==> src/rtl/snes_ctrl_pkg.sv <==
// rtl/snes_ctrl_pkg.sv - shared SNES controller-port constants, IGR command words and poller FSM states.
package snes_ctrl_pkg;

  localparam int NUM_BITS = 16;

  localparam logic IDLE_LATCH = 1'b0;
  localparam logic IDLE_CLK   = 1'b1;

  localparam logic [NUM_BITS-1:0] PDATA_RST = 16'hFFFF;

  // Raw serial words (first bit in bit 15), directly comparable with the snoop receiver
  localparam logic [NUM_BITS-1:0] IGR_BIOS = 16'h5fcf;
  localparam logic [NUM_BITS-1:0] IGR_NTSC = 16'hdf4f;
  localparam logic [NUM_BITS-1:0] IGR_PAL  = 16'h9fcf;
  localparam logic [NUM_BITS-1:0] IGR_SRST = 16'hcfcf;
  localparam logic [NUM_BITS-1:0] IGR_DRST = 16'hdf8f;
  localparam logic [NUM_BITS-1:0] IGR_LRST = 16'hd7cf;

  typedef enum logic [2:0] {
    ST_IDLE,
    ST_LATCH,
    ST_GAP,
    ST_LOW,
    ST_HIGH,
    ST_DONE
  } state_e;

endpackage

==> src/rtl/snes_pad_poller_if.sv <==
// rtl/snes_pad_poller_if.sv - host-side request/result bus of the SNES pad poller.
interface snes_pad_poller_if;
  import snes_ctrl_pkg::*;

  logic                START_i;
  logic                AUTO_EN_i;
  logic                BUSY_o;
  logic [NUM_BITS-1:0] PDATA_o;
  logic                PDATA_VALID_o;

  modport master (
    output START_i, AUTO_EN_i,
    input  BUSY_o, PDATA_o, PDATA_VALID_o
  );

  modport slave (
    input  START_i, AUTO_EN_i,
    output BUSY_o, PDATA_o, PDATA_VALID_o
  );

endinterface

==> src/rtl/sync2.sv <==
// rtl/sync2.sv - two-flop synchronizer with a configurable reset level.
module sync2 #(
  parameter logic RST_VAL = 1'b1
) (
  input  logic CLK_i,
  input  logic NRST_i,
  input  logic d_i,
  output logic q_o
);

  logic meta_q, meta_d;
  logic sync_q, sync_d;

  always_comb begin
    meta_d = d_i;
    sync_d = meta_q;
  end

  always_ff @(posedge CLK_i or negedge NRST_i) begin
    if (!NRST_i) begin
      meta_q <= RST_VAL;
      sync_q <= RST_VAL;
    end else begin
      meta_q <= meta_d;
      sync_q <= sync_d;
    end
  end

  assign q_o = sync_q;

endmodule

==> src/rtl/snes_pad_poller.sv <==
// rtl/snes_pad_poller.sv - console-side SNES pad poller: LATCH pulse, 16 CLK pulses, serial capture.
module snes_pad_poller
  import snes_ctrl_pkg::*;
#(
  parameter int HALF_CYC  = 64,
  parameter int LATCH_CYC = 256,
  parameter int POLL_CYC  = 357955
) (
  input  logic               CLK_i,
  input  logic               NRST_i,
  snes_pad_poller_if.slave   host,
  input  logic               CTRL_SDATA_i,
  output logic               CTRL_LATCH_o,
  output logic               CTRL_CLK_o
);

  localparam int PH_MAX = (HALF_CYC > LATCH_CYC) ? HALF_CYC : LATCH_CYC;
  localparam int PH_W   = $clog2(PH_MAX);
  localparam int TMR_W  = $clog2(POLL_CYC);

  localparam logic [PH_W-1:0]  HALF_LAST  = PH_W'(HALF_CYC - 1);
  localparam logic [PH_W-1:0]  LATCH_LAST = PH_W'(LATCH_CYC - 1);
  localparam logic [TMR_W-1:0] TMR_LAST   = TMR_W'(POLL_CYC - 1);

  logic sdata_sync;

  sync2 #(.RST_VAL(1'b1)) u_sync2 (
    .CLK_i  (CLK_i),
    .NRST_i (NRST_i),
    .d_i    (CTRL_SDATA_i),
    .q_o    (sdata_sync)
  );

  state_e              state_q, state_d;
  logic [PH_W-1:0]     cnt_q, cnt_d;
  logic [TMR_W-1:0]    tmr_q, tmr_d;
  logic [3:0]          idx_q, idx_d;
  logic [NUM_BITS-1:0] shift_q, shift_d;
  logic [NUM_BITS-1:0] pdata_q, pdata_d;
  logic                latch_q, latch_d;
  logic                clk_q, clk_d;
  logic                busy_q, busy_d;
  logic                valid_q, valid_d;
  logic                tmr_wrap;
  logic                trigger;

  always_comb begin
    tmr_wrap = host.AUTO_EN_i && (tmr_q == TMR_LAST);
    trigger  = host.START_i || tmr_wrap;

    state_d = state_q;
    cnt_d   = cnt_q;
    idx_d   = idx_q;
    shift_d = shift_q;
    pdata_d = pdata_q;
    latch_d = latch_q;
    clk_d   = clk_q;
    busy_d  = busy_q;
    valid_d = 1'b0;

    // Timer keeps running during a poll; a wrap while busy is simply dropped
    if (!host.AUTO_EN_i || tmr_wrap) tmr_d = '0;
    else                             tmr_d = tmr_q + 1'b1;

    unique case (state_q)
      ST_IDLE: begin
        if (trigger) begin
          state_d = ST_LATCH;
          latch_d = 1'b1;
          busy_d  = 1'b1;
          cnt_d   = '0;
          shift_d = PDATA_RST;
        end
      end
      ST_LATCH: begin
        cnt_d = cnt_q + 1'b1;
        if (cnt_q == LATCH_LAST) begin
          state_d = ST_GAP;
          latch_d = IDLE_LATCH;
          cnt_d   = '0;
          idx_d   = 4'(NUM_BITS - 1);
        end
      end
      ST_GAP: begin
        cnt_d = cnt_q + 1'b1;
        if (cnt_q == HALF_LAST) begin
          state_d = ST_LOW;
          clk_d   = 1'b0;
          cnt_d   = '0;
        end
      end
      ST_LOW: begin
        cnt_d = cnt_q + 1'b1;
        if (cnt_q == HALF_LAST) begin
          shift_d[idx_q] = sdata_sync;
          state_d = ST_HIGH;
          clk_d   = 1'b1;
          cnt_d   = '0;
        end
      end
      ST_HIGH: begin
        cnt_d = cnt_q + 1'b1;
        if (cnt_q == HALF_LAST) begin
          cnt_d = '0;
          if (idx_q == 4'd0) begin
            state_d = ST_DONE;
            pdata_d = shift_q;
            valid_d = 1'b1;
          end else begin
            state_d = ST_LOW;
            idx_d   = idx_q - 1'b1;
            clk_d   = 1'b0;
          end
        end
      end
      ST_DONE: begin
        state_d = ST_IDLE;
        busy_d  = 1'b0;
      end
      default: begin
        state_d = ST_IDLE;
        latch_d = IDLE_LATCH;
        clk_d   = IDLE_CLK;
        busy_d  = 1'b0;
      end
    endcase
  end

  always_ff @(posedge CLK_i or negedge NRST_i) begin
    if (!NRST_i) begin
      state_q <= ST_IDLE;
      cnt_q   <= '0;
      tmr_q   <= '0;
      idx_q   <= '0;
      shift_q <= PDATA_RST;
      pdata_q <= PDATA_RST;
      latch_q <= IDLE_LATCH;
      clk_q   <= IDLE_CLK;
      busy_q  <= 1'b0;
      valid_q <= 1'b0;
    end else begin
      state_q <= state_d;
      cnt_q   <= cnt_d;
      tmr_q   <= tmr_d;
      idx_q   <= idx_d;
      shift_q <= shift_d;
      pdata_q <= pdata_d;
      latch_q <= latch_d;
      clk_q   <= clk_d;
      busy_q  <= busy_d;
      valid_q <= valid_d;
    end
  end

  assign CTRL_LATCH_o       = latch_q;
  assign CTRL_CLK_o         = clk_q;
  assign host.BUSY_o        = busy_q;
  assign host.PDATA_o       = pdata_q;
  assign host.PDATA_VALID_o = valid_q;

endmodule
==> src/flat_wrapper.sv <==
// flat-port wrapper written by rule: the top's interface ports become plain ports
module snes_pad_poller_flat import snes_ctrl_pkg::*;
#(
  parameter int HALF_CYC  = 64,
  parameter int LATCH_CYC = 256,
  parameter int POLL_CYC  = 357955
)
  (CLK_i, NRST_i, CTRL_SDATA_i, CTRL_LATCH_o, CTRL_CLK_o, host_START_i, host_AUTO_EN_i, host_BUSY_o, host_PDATA_o, host_PDATA_VALID_o);
  snes_pad_poller_if host_i ();
  input  logic CLK_i;
  input  logic NRST_i;
  input  logic CTRL_SDATA_i;
  output logic CTRL_LATCH_o;
  output logic CTRL_CLK_o;
  input wire logic [$bits(host_i.START_i)-1:0] host_START_i;
  input wire logic [$bits(host_i.AUTO_EN_i)-1:0] host_AUTO_EN_i;
  output wire logic [$bits(host_i.BUSY_o)-1:0] host_BUSY_o;
  output wire logic [$bits(host_i.PDATA_o)-1:0] host_PDATA_o;
  output wire logic [$bits(host_i.PDATA_VALID_o)-1:0] host_PDATA_VALID_o;
  assign host_i.START_i = host_START_i;
  assign host_i.AUTO_EN_i = host_AUTO_EN_i;
  assign host_BUSY_o = host_i.BUSY_o;
  assign host_PDATA_o = host_i.PDATA_o;
  assign host_PDATA_VALID_o = host_i.PDATA_VALID_o;
  snes_pad_poller #(.HALF_CYC(HALF_CYC), .LATCH_CYC(LATCH_CYC), .POLL_CYC(POLL_CYC)) u_core (.CLK_i(CLK_i), .NRST_i(NRST_i), .host(host_i), .CTRL_SDATA_i(CTRL_SDATA_i), .CTRL_LATCH_o(CTRL_LATCH_o), .CTRL_CLK_o(CTRL_CLK_o));
endmodule
==> config.mk <==
export PLATFORM = sky130hd
export DESIGN_NAME = snes_pad_poller_flat
export DESIGN_NICKNAME = d
export VERILOG_FILES = /design/src/rtl/snes_ctrl_pkg.sv /design/src/rtl/snes_pad_poller_if.sv /design/src/rtl/sync2.sv /design/src/rtl/snes_pad_poller.sv /design/src/flat_wrapper.sv
export SDC_FILE = /design/constraint.sdc
export NUM_CORES = 1
export LEC_CHECK = 0
export ABC_AREA = 1
export BUFFER_PORTS_ARGS = -buffer_cell sky130_fd_sc_hd__buf_2
export CAP_MARGIN = 20
export CORE_MARGIN = 2
export CORE_UTILIZATION = 50
export DETAILED_ROUTE_END_ITERATION = 12
export HOLD_SLACK_MARGIN = 0.03
export PLACE_DENSITY = 0.7
export SYNTH_ARGS = -nofsm -noshare
export SYNTH_HDL_FRONTEND = slang
export SYNTH_SLANG_ARGS = --single-unit
==> constraint.sdc <==
create_clock -name CLK_i -period 1.5 [get_ports CLK_i]
set_clock_uncertainty 0.15 [all_clocks]
set_input_delay 0.075 -clock CLK_i [delete_from_list [all_inputs] [get_ports CLK_i]]
set_output_delay 0.075 -clock CLK_i [all_outputs]
set_load 0.005 [all_outputs]
==> metrics.txt, run 1 <==
status finished with violations; violated checks setup timing; Arr. time, crit path 1.95 ns; Core Rows 32; met2 Use GR 41.18%; Slew Viols, Final 0; EDFF count, synth 0; Setup WS post-layout -0.3046 ns; Area Overhead vs Synth 48.94%; clock sink count 72; area share of the largest cell type after synthesis 23.35%; Buf/Inv on CP 2; Synth area leaders dfrtp_1, dfstp_2, nand2_1; Vias/cell 5.488; GRT Util Overall 23.77%; Cell Area, Synth 3965 um2; syn_nets 525; Max stage delay cell, worst path dfrtp_1; post-synth cell types 32; startpoint type of the worst setup path flip-flop; GRT busiest layer met2; worst-case reg-to-reg path depth 10; initial drt markers 319; Routed Antenna Nets 0; Syn Inst Count 512; Avg Cell Area, Syn 7.744 um2; Placed Cells 694; IO Port Bufs 24; Critical Path, Cell by Cell ha_4 > nand2_4 > nor2_4 > nand2_4 > nor2_8 > buf_6 > nand2_8 > clkbuf_16 > nand2_2 > nand2_1; Worst setup startpoint u_core.cnt_q[1]; Hold Path Depth 5; root buf cell clkbuf_8; sequential share of the synthesized area 46.54%; Initial Utilization 51.58%; most frequent cell after synthesis nand2_1; CTS buffer count 9; WP depth 10; H-Tree Depth 3; Tcrit/Tclk final 120.3%; Clk pin slew, worst setup/hold paths 0.08 ns; final WL 11560 um; Pre-Repair DR Iteration Count 7; Residual DRC 0; Synth top cells by count nand2_1, nand3_1, nor2_1, dfrtp_1; Setup crit end kind flip-flop; Vias 4050; number of global-route vias before repair 3636; Fmax achieved 554.1 MHz; per-cell routed wire length 15.67 um; filler instances 483; CTS max path bufs 2; met1 Use GR 29.50%; Slew @ Worst Pin 0.4845 ns; Top FF cell, synth dfrtp_1; Die Area 8658 um2; final hold vios 0; Required @ worst endpoint 1.64 ns; Worst R2R Start u_core.cnt_q[1]; largest net degree at the start of global routing 73; ANT cells 0; nets 644; Static Leak 0.002690 uW; Die Wd 93.05 um; share of cells above drive strength 1 49.06%; Slew Limit Headroom 67.48%; antenna violations before repair 0; grt ovf 0; Crit path max-delay family simple AND/OR/NAND/NOR gates; PwrDens 647.5 nW/um2; Clk Latency, worst-skew pair 0.36 ns; die height 93.05 um; CP Class flip-flop to flip-flop; Min-Delay Path Class primary input to flip-flop; post-DP HPWL 6162 um; peak supply drop 0.3581 mV; crit-path max FO 8; worst slack at placement -0.2643 ns; Core Area 7687 um2; fin util 76.82%; GR Layer Usage met3 5.318%; # Max-Cap Violations 0; Finished Cell Area 5906 um2; Synth Warn # 0; num ports 25; first-pass GRT wire length 16400 um; gpl congestion 0.8713; slowest stage delay, CP 0.40 ns; Hold Crit Start host_START_i; area leader, netlist dfrtp_1; Area after DPL 4702 um2; Layout Cells excl Fill 738; Final setup viols 69; min Tclk post-route 1.805 ns; CTS tree yes; most numerous cell on the critical path nand2_4; synthesized flop and latch total 72; Async SR Flop Fraction 100.0%; RSZ-0062 raised after global routing yes
worst paths after layout:
path                                     endpoint  slack [ns]
hold reg to reg                u_core.u_sync2.q_o        0.21
min in group asynchronous        u_core.tmr_q[12]        0.12
max in group asynchronous      u_core.u_sync2.q_o        0.74
setup reg to reg           u_core.host.PDATA_o[5]       -0.30
setup / recovery           u_core.host.PDATA_o[5]       -0.30
hold / removal                 u_core.host.BUSY_o        0.03
where the power goes:
part           internal (uW)  switching [uW]
registers               1960            5.45
logic                   55.5            95.9
clock network            967             744
total                   2980             846
final cells by class:
class,count,area [um2],share of cell area (%)
multi-input combinational,387,2522,42.71
sequential,72,1847,31.27
timing repair buffer,121,1020,17.27
clock buffer,12,177.7,3.008
inverter,40,165.2,2.797
tap,102,127.6,2.161
clock inverter,4,46.29,0.7839
what timing repair did:
action / 4_1_cts / 5_1_grt
gates cloned: 1 / 5
endpoints found under the setup margin: 70 / 70
setup buffers: 10 / 12
pin swaps: 19 / 55
gates resized for setup: 52 / 129
endpoints found under the hold margin: 92 / 0
hold buffers: 3 / 0
cells in the final DEF, fill, tap and decap left out, drive strengths merged:
master,instances
nand2,186
or2,1
nand3,77
clkinv,3
a21oi,5
nor3,5
o21bai,1
dlygate4sd3,3
inv,40
dfstp,35
o22ai,1
xor2,9
dfrtp,37
nor2,55
bufinv,1
nand3b,1
o21ai,25
ha,8
nor3b,1
nand4,8
xnor2,3
buf,116
o221ai,1
clkbuf,14
cell families after synthesis:
| group | Yosys count | share of synthesized area, % |
|---|---|---|
| adders and majority gates | 8 | 2.525 |
| DFF | 72 | 46.54 |
| and+or+nand+nor | 331 | 36.86 |
| buffers and inverters | 56 | 6.974 |
| xor gates and xnor gates | 12 | 2.651 |
| AOI/OAI and AO/OA | 33 | 4.450 |
registers in the layout, summed over array words and instances (netlist names), 3 cells and up:
signal,flops
u_core.shift_q,16
u_core.host.PDATA_o,16
u_core.idx_q,4
u_core.state_q,3
u_core.cnt_q,8
u_core.tmr_q,19
per-layer routing:
metal	wire length [um]	share of wire, %
met1	4635	40
met2	5981	52
met3	619	5.4
met4	325	2.8
met5	0	0
worst min-delay path, cell delays in order:
cell	delay [ns]
buf_2	0.10
nor2_4	0.05
nand2_8	0.13
nand3_2	0.08
nand2_1	0.06
through the flow:
step	TNS [ns]	hold WS [ns]	total power (uW)
final	-14.30	0.03158	3824
after floorplan	-3.077	-0.3706	2023
after global routing	-18.20	0.04225	3957
after global placement	-6.652	-0.02476	2093
after CTS	-8.574	0.05991	3829
after detailed placement	-9.844	-0.02220	2097
(Power assumes the default switching activity.)
==> run 2, diff against run 1 <==
CORE_ASPECT_RATIO = 0.5   (was unset)
==> run 2 against run 1 <==
Against the previous run: combinational power grew 15%; cell count up 2.6%; the run still ends with setup timing left; first-iteration DRC count decreased by 8.2%; largest cell class unchanged; critical path depth is the same; sequential share of layout area is 1.2 points lower; global-route usage is 1.1 points higher; worst hold slack gained 0.059 ns.
==> metrics.txt, run 2 (same netlist as run 1, synthesis figures left out) <==
num ports 25 (unchanged); Min-Delay Path Class primary input to flip-flop; Die Wd 129.9 um (+40%); Cell Int Power 3631 uW (+22%); clock sink count 72 (unchanged); Hold WS 0.09022 ns (+0.05864 ns); Layout Cells excl Fill 757 (+2.6%); setup tns final -11.90 ns (+2.396 ns); Clk pin slew, worst setup/hold paths 0.06 ns (-0.02 ns); Top reg by flops u_core.tmr_q; antenna violations before repair 0 (unchanged); Pre-Repair DR Iteration Count 5 (-2); CP Class flip-flop to flip-flop; PwrDens 741.6 nW/um2 (+15%); Arr. time, crit path 1.91 ns (-0.04 ns); Hold Path Depth 6 (+1); Logic pwr share 3.8% (-0.2 points); nets 657 (+2.0%); root buf cell clkbuf_16; die height 66.97 um (-28%); grt ovf 0 (unchanged); most frequent cells in the layout nand2_1, buf_4, nand3_1; # Max-Cap Violations 0 (unchanged); Core Area 7515 um2 (-2.2%); CTS max path bufs 2 (unchanged); GRT Util Overall 24.88% (+1.1 points); post-DP HPWL 6382 um (+3.6%); status finished with violations; per-cell routed wire length 16.25 um (+3.7%); crit-path max FO 8 (unchanged); peak supply drop 0.6016 mV (+68%); Fmax achieved 561.0 MHz (+1.2%); Final setup viols 70 (+1.4%); H-Tree Depth 3 (unchanged); Residual DRC 0 (unchanged); final hold vios 0 (unchanged); min Tclk post-route 1.783 ns (-0.02191 ns); Vias 4058 (+0.20%); startpoint type of the worst setup path flip-flop; gpl congestion 0.8883 (+2.0%); ANT cells 0 (unchanged); worst-case reg-to-reg path depth 10 (unchanged); Static Leak 0.002815 uW (+4.7%); Critical Path, Cell by Cell nand2_1 > nor2_1 > nand2_1 > nor2_2 > nand3_4 > nand2_8 > clkbuf_16 > nand3_2 > nand2_1 > nand2_1; IO Port Bufs 24 (unchanged); Placed Cells 713 (+2.7%); CTS buffer count 9 (unchanged); Worst R2R Start u_core.tmr_q[10]; max reg flops 19 (unchanged); Slew @ Worst Pin 0.5008 ns (+0.01631 ns); Tcrit/Tclk final 118.8% (-1.5 points); Routed Antenna Nets 0 (unchanged); hold path endpoint u_core.cnt_q[1]; Slew Viols, Final 0 (unchanged); Setup WS post-layout -0.2827 ns (+0.02191 ns); RSZ-0062 raised after global routing yes; final WL 12310 um (+6.4%); NetSw 926.8 uW (+9.6%); most numerous cell on the critical path nand2_1; Slew Limit Headroom 66.39% (-1.1 points); Clk Latency, worst-skew pair 0.34 ns (-0.02 ns); RR Endpoint u_core.shift_q[9]; slowest stage delay, CP 0.35 ns (-0.05 ns); Die Area 8702 um2 (+0.50%); first-pass GRT wire length 16390 um (about the same); Area Overhead vs Synth 55.00%; share of cells above drive strength 1 49.92% (+0.87 points); Reg2Reg Setup Slack -0.28 ns (+0.02 ns); number of global-route vias before repair 3596 (-1.1%); violated checks setup timing; sw frac 20.33% (-1.8 points); Hold Crit Start host_START_i; Vias/cell 5.361 (-2.3%); most common cell after layout, fill and taps aside nand2_1; Core Rows 22 (-31%); initial drt markers 293 (-8.2%); Setup crit end kind flip-flop; CTS tree yes; Max stage delay cell, worst path dfrtp_1; Initial Utilization 52.76% (+1.2 points); Flop pwr share 43.1% (-8.2 points); largest net degree at the start of global routing 58 (-21%); clock share of power 53.1% (+8.4 points); Required @ worst endpoint 1.62 ns (-0.02 ns); Design Power 4558 uW (+19%)
-- run 2: changes by cell type in the layout (fill, tap and decap cells not counted), sizes merged --
cell / previous run / this run
buf: 116 / 126
clkbuf: 14 / 16
nand2: 186 / 184
bufinv: 1 / 2
clkinv: 3 / 4
dlygate4sd3: 3 / 4
-- run 2: critical path: cells and delay by family, from the launching register on --
kind	cells	cell delay, ns
flip-flops	1	0.35
buffers and inverters	1	0.18
AND/OR/NAND/NOR	9	1.02
-- run 2: through the flow --
stage	util (%)	instance area, um2	setup WS, ns
3_3_place_gp	64.30	4832	-0.2017
2_1_floorplan	-	4006	-0.1211
4_1_cts	72.89	5478	-0.2038
5_1_grt	81.78	6146	-0.4014
3_5_place_dp	64.30	4832	-0.2170
6_report	81.78	6146	-0.2827
-- run 2: cell type report --
type | instances | area (um2)
Timing Repair Buffer | 134 | 1167
Sequential cell | 72 | 1848
Clock buffer | 12 | 267.8
Clock inverter | 4 | 73.82
Tap cell | 108 | 135.1
Fill cell | 472 | 1369
Inverter | 40 | 172.7
Multi-Input combinational cell | 385 | 2456
Timing Repair inverter | 2 | 25.02
-- run 2: power by group through the flow --
stage / combinational (uW) / sequential [uW] / clock [uW]
after detailed placement: 111 / 2000 / 0
after global placement: 109 / 1990 / 0
after floorplan: 25.4 / 2000 / 0
after global routing: 188 / 1970 / 2560
after CTS: 133 / 1960 / 2460
final: 174 / 1970 / 2420
-- run 2: worst max-delay path by stage --
stage | start | to | slack [ns] | cells past startpoint
2_1_floorplan | u_core.cnt_q[0] | u_core.shift_q[11] | -0.12 | 11
4_1_cts | u_core.tmr_q[0] | u_core.shift_q[4] | -0.20 | 10
6_report | u_core.tmr_q[10] | u_core.shift_q[9] | -0.28 | 10
5_1_grt | u_core.tmr_q[10] | u_core.shift_q[10] | -0.40 | 10
3_3_place_gp | u_core.cnt_q[1] | u_core.state_q[0] | -0.20 | 11
3_5_place_dp | u_core.cnt_q[1] | u_core.state_q[1] | -0.22 | 11
-- run 2: repair_timing --
action | in CTS | in global routing
cloned | 4 | 4
endpoints found under the hold margin | 76 | 0
hold buffers | 4 | 0
gates resized for setup | 56 | 120
buffers inserted | 9 | 9
setup endpoints to repair | 63 | 70
pin swaps | 22 | 61
-- run 2: routing by layer --
metal  vias to the layer above  share of wire, %  global-route usage, %
met5                         -                 0                      0
met3                        33               5.6                  6.827
met2                       154                51                  44.70
met1                      1958                40                  29.01
met4                         0               2.6                  8.468
li1                       1913                 -                      -
==> run 3, diff against run 2 <==
GPL_TIMING_DRIVEN = 0   (was unset)
SLEW_MARGIN = 10   (was unset)
==> run 3 against run 2 <==
Against the previous run: the flow still finishes with violations (setup timing); non-clock buffer count down 28; via count shrank 4.5%; clock power shrank 11%; combinational power shrank 5%; worst hold slack improved by 0.022 ns; cell count shrank 4.1%; clock-buffer cell count is 1 higher; design area is 7.5% lower; sequential cell count is the same; wire length decreased by 8.8%; worst setup slack lost 0.035 ns.
==> metrics.txt, run 3 (same netlist as run 1, synthesis figures left out) <==
status finished with violations; violated checks setup timing; # Max-Cap Violations 0 (unchanged); nets 626 (-4.7%); worst-case reg-to-reg path depth 10 (unchanged); setup tns final -14.71 ns (-2.802 ns); Vias 3874 (-4.5%); Pre-Repair DR Iteration Count 5 (unchanged); initial drt markers 258 (-12%); number of global-route vias before repair 3616 (+0.56%); most common cell after layout, fill and taps aside nand2_1; Top reg by flops u_core.tmr_q; clock sink count 72 (unchanged); antenna violations before repair 0 (unchanged); Die Area 8702 um2 (unchanged); final hold vios 0 (unchanged); GRT Util Overall 25.32% (+0.45 points); Slew @ Worst Pin 0.4567 ns (-0.04410 ns); FF+latch area 1853 um2 (+0.27%); CTS max path bufs 2 (unchanged); Cell Int Power 3342 uW (-8.0%); Clk Latency, worst-skew pair 0.34 ns (about the same); grt ovf 0 (unchanged); startpoint type of the worst setup path flip-flop; Core Rows 22 (unchanged); sw frac 22.02% (+1.7 points); post-DP HPWL 6108 um (-4.3%); num ports 25 (unchanged); largest net degree at the start of global routing 64 (+10%); Residual DRC 0 (unchanged); CTS tree yes; Setup crit end kind flip-flop; Final setup viols 70 (unchanged); peak supply drop 0.5944 mV (-1.2%); Routed Antenna Nets 0 (unchanged); Die Wd 129.9 um (unchanged); Core Area 7515 um2 (unchanged); root buf cell clkbuf_16; NetSw 943.5 uW (+1.8%); first-pass GRT wire length 16700 um (+1.9%); Reg2Reg Setup Slack -0.32 ns (-0.04 ns); die height 66.97 um (unchanged); Setup WS post-layout -0.3180 ns (-0.03527 ns); RR Endpoint u_core.shift_q[0]; final WL 11220 um (-8.8%); Required @ worst endpoint 1.62 ns (about the same); Vias/cell 5.336 (-0.46%); Multi-input gate area 2317 um2 (-5.7%); Initial Utilization 52.76% (unchanged); share of cells above drive strength 1 43.85% (-6.1 points); Slew Viols, Final 0 (unchanged); CTS buffer count 9 (unchanged); Logic pwr share 3.9% (about the same); crit-path max FO 10 (+2); per-cell routed wire length 15.45 um (-4.9%); Clk pin slew, worst setup/hold paths 0.06 ns (about the same); CP Class flip-flop to flip-flop; Min-Delay Path Class primary input to async pin; Arr. time, crit path 1.94 ns (+0.03 ns); H-Tree Depth 3 (unchanged); IO Port Bufs 24 (unchanged); worst slack at placement -0.3424 ns (-0.1254 ns); Flop pwr share 46.0% (+2.9 points); Hold WS 0.1124 ns (+0.02214 ns); Slew Limit Headroom 69.35% (+3.0 points); RSZ-0062 raised after global routing yes; min Tclk post-route 1.818 ns (+0.03527 ns); gpl congestion 0.8798 (-0.96%); Tcrit/Tclk final 121.2% (+2.4 points); filler instances 508 (+7.6%); Worst R2R Start u_core.tmr_q[1]; ANT cells 0 (unchanged); most frequent cells in the layout nand2_1, nand3_1, buf_4; Area Overhead vs Synth 43.42%; Static Leak 0.002565 uW (-8.9%); clock share of power 50.1% (-3.0 points); Fmax achieved 550.1 MHz (-1.9%); PwrDens 753.6 nW/um2 (+1.6%); max reg flops 19 (unchanged); Design Power 4286 uW (-6.0%)
==> run 3: cell types whose count changed in the layout (fill, tap and decap cells not counted), moves of 4 or more <==
cell / previous run / this run
dfrtp_1: 35 / 31
buf_6: 17 / 13
dfrtp_2: 2 / 6
nand3_2: 25 / 17
nand2_1: 133 / 146
nor2_2: 15 / 19
nand2_2: 39 / 24
buf_4: 78 / 50
nand3_1: 46 / 57
==> run 3: layout make-up <==
type	count	share of cell area, %
buffer	15	2.618
clock inverter	3	0.3960
inverter	40	2.904
multi-input combinational	384	40.75
timing repair buffer	91	13.42
clock buffer	13	4.950
tap	108	2.376
sequential	72	32.59
==> run 3: stage by stage <==
step                util, %  cell area (um2)  instances
floorplan                 -             4006        512
detailed placement    57.11             4292        645
global placement      56.71             4262        644
finish                75.67             5687        726
global route          75.67             5687        726
CTS                   69.11             5194        705
==> run 3: layer usage <==
metal	track usage (%)	wire length [um]
met5	0	0
met2	43.00	5810
met3	8.353	454
met4	11.29	287
met1	29.60	4664
==> run 3: critical path, stage by stage (launching register included) <==
cell and delay (ns):
dfrtp_1 0.45, buf_6 0.13, ha_4 0.14, nand2_4 0.06, nor2_4 0.14, nand3_4 0.12, nand2_8 0.13, buf_8 0.16
nand3_1 0.10, nand2_1 0.09, nand2_1 0.06
==> run 3: worst max path at each step <==
stage	slack, ns	end	cells after the start	from
finish	-0.32	u_core.shift_q[0]	10	u_core.tmr_q[1]
global route	-0.40	u_core.shift_q[0]	10	u_core.tmr_q[1]
CTS	-0.19	u_core.shift_q[14]	11	u_core.cnt_q[0]
detailed placement	-0.34	u_core.tmr_q[14]	8	u_core.tmr_q[0]
global placement	-0.34	u_core.tmr_q[14]	8	u_core.tmr_q[0]
floorplan	-0.12	u_core.shift_q[11]	11	u_core.cnt_q[0]
==> run 3: power by group through the flow <==
stage / Clock, uW / Combinational [uW] / Sequential (uW)
2_1_floorplan: 0 / 25.4 / 2000
3_3_place_gp: 0 / 79.3 / 2000
3_5_place_dp: 0 / 89.4 / 2000
4_1_cts: 2190 / 129 / 1970
5_1_grt: 2290 / 181 / 1970
6_report: 2150 / 166 / 1970
==> run 3: what timing repair did <==
item	4_1_cts	5_1_grt
endpoints found under the hold margin	81	0
hold buffers	4	0
setup endpoints to repair	67	69
pin swaps	26	27
setup buffers	37	21
cloned	4	1
gates resized for setup	61	86
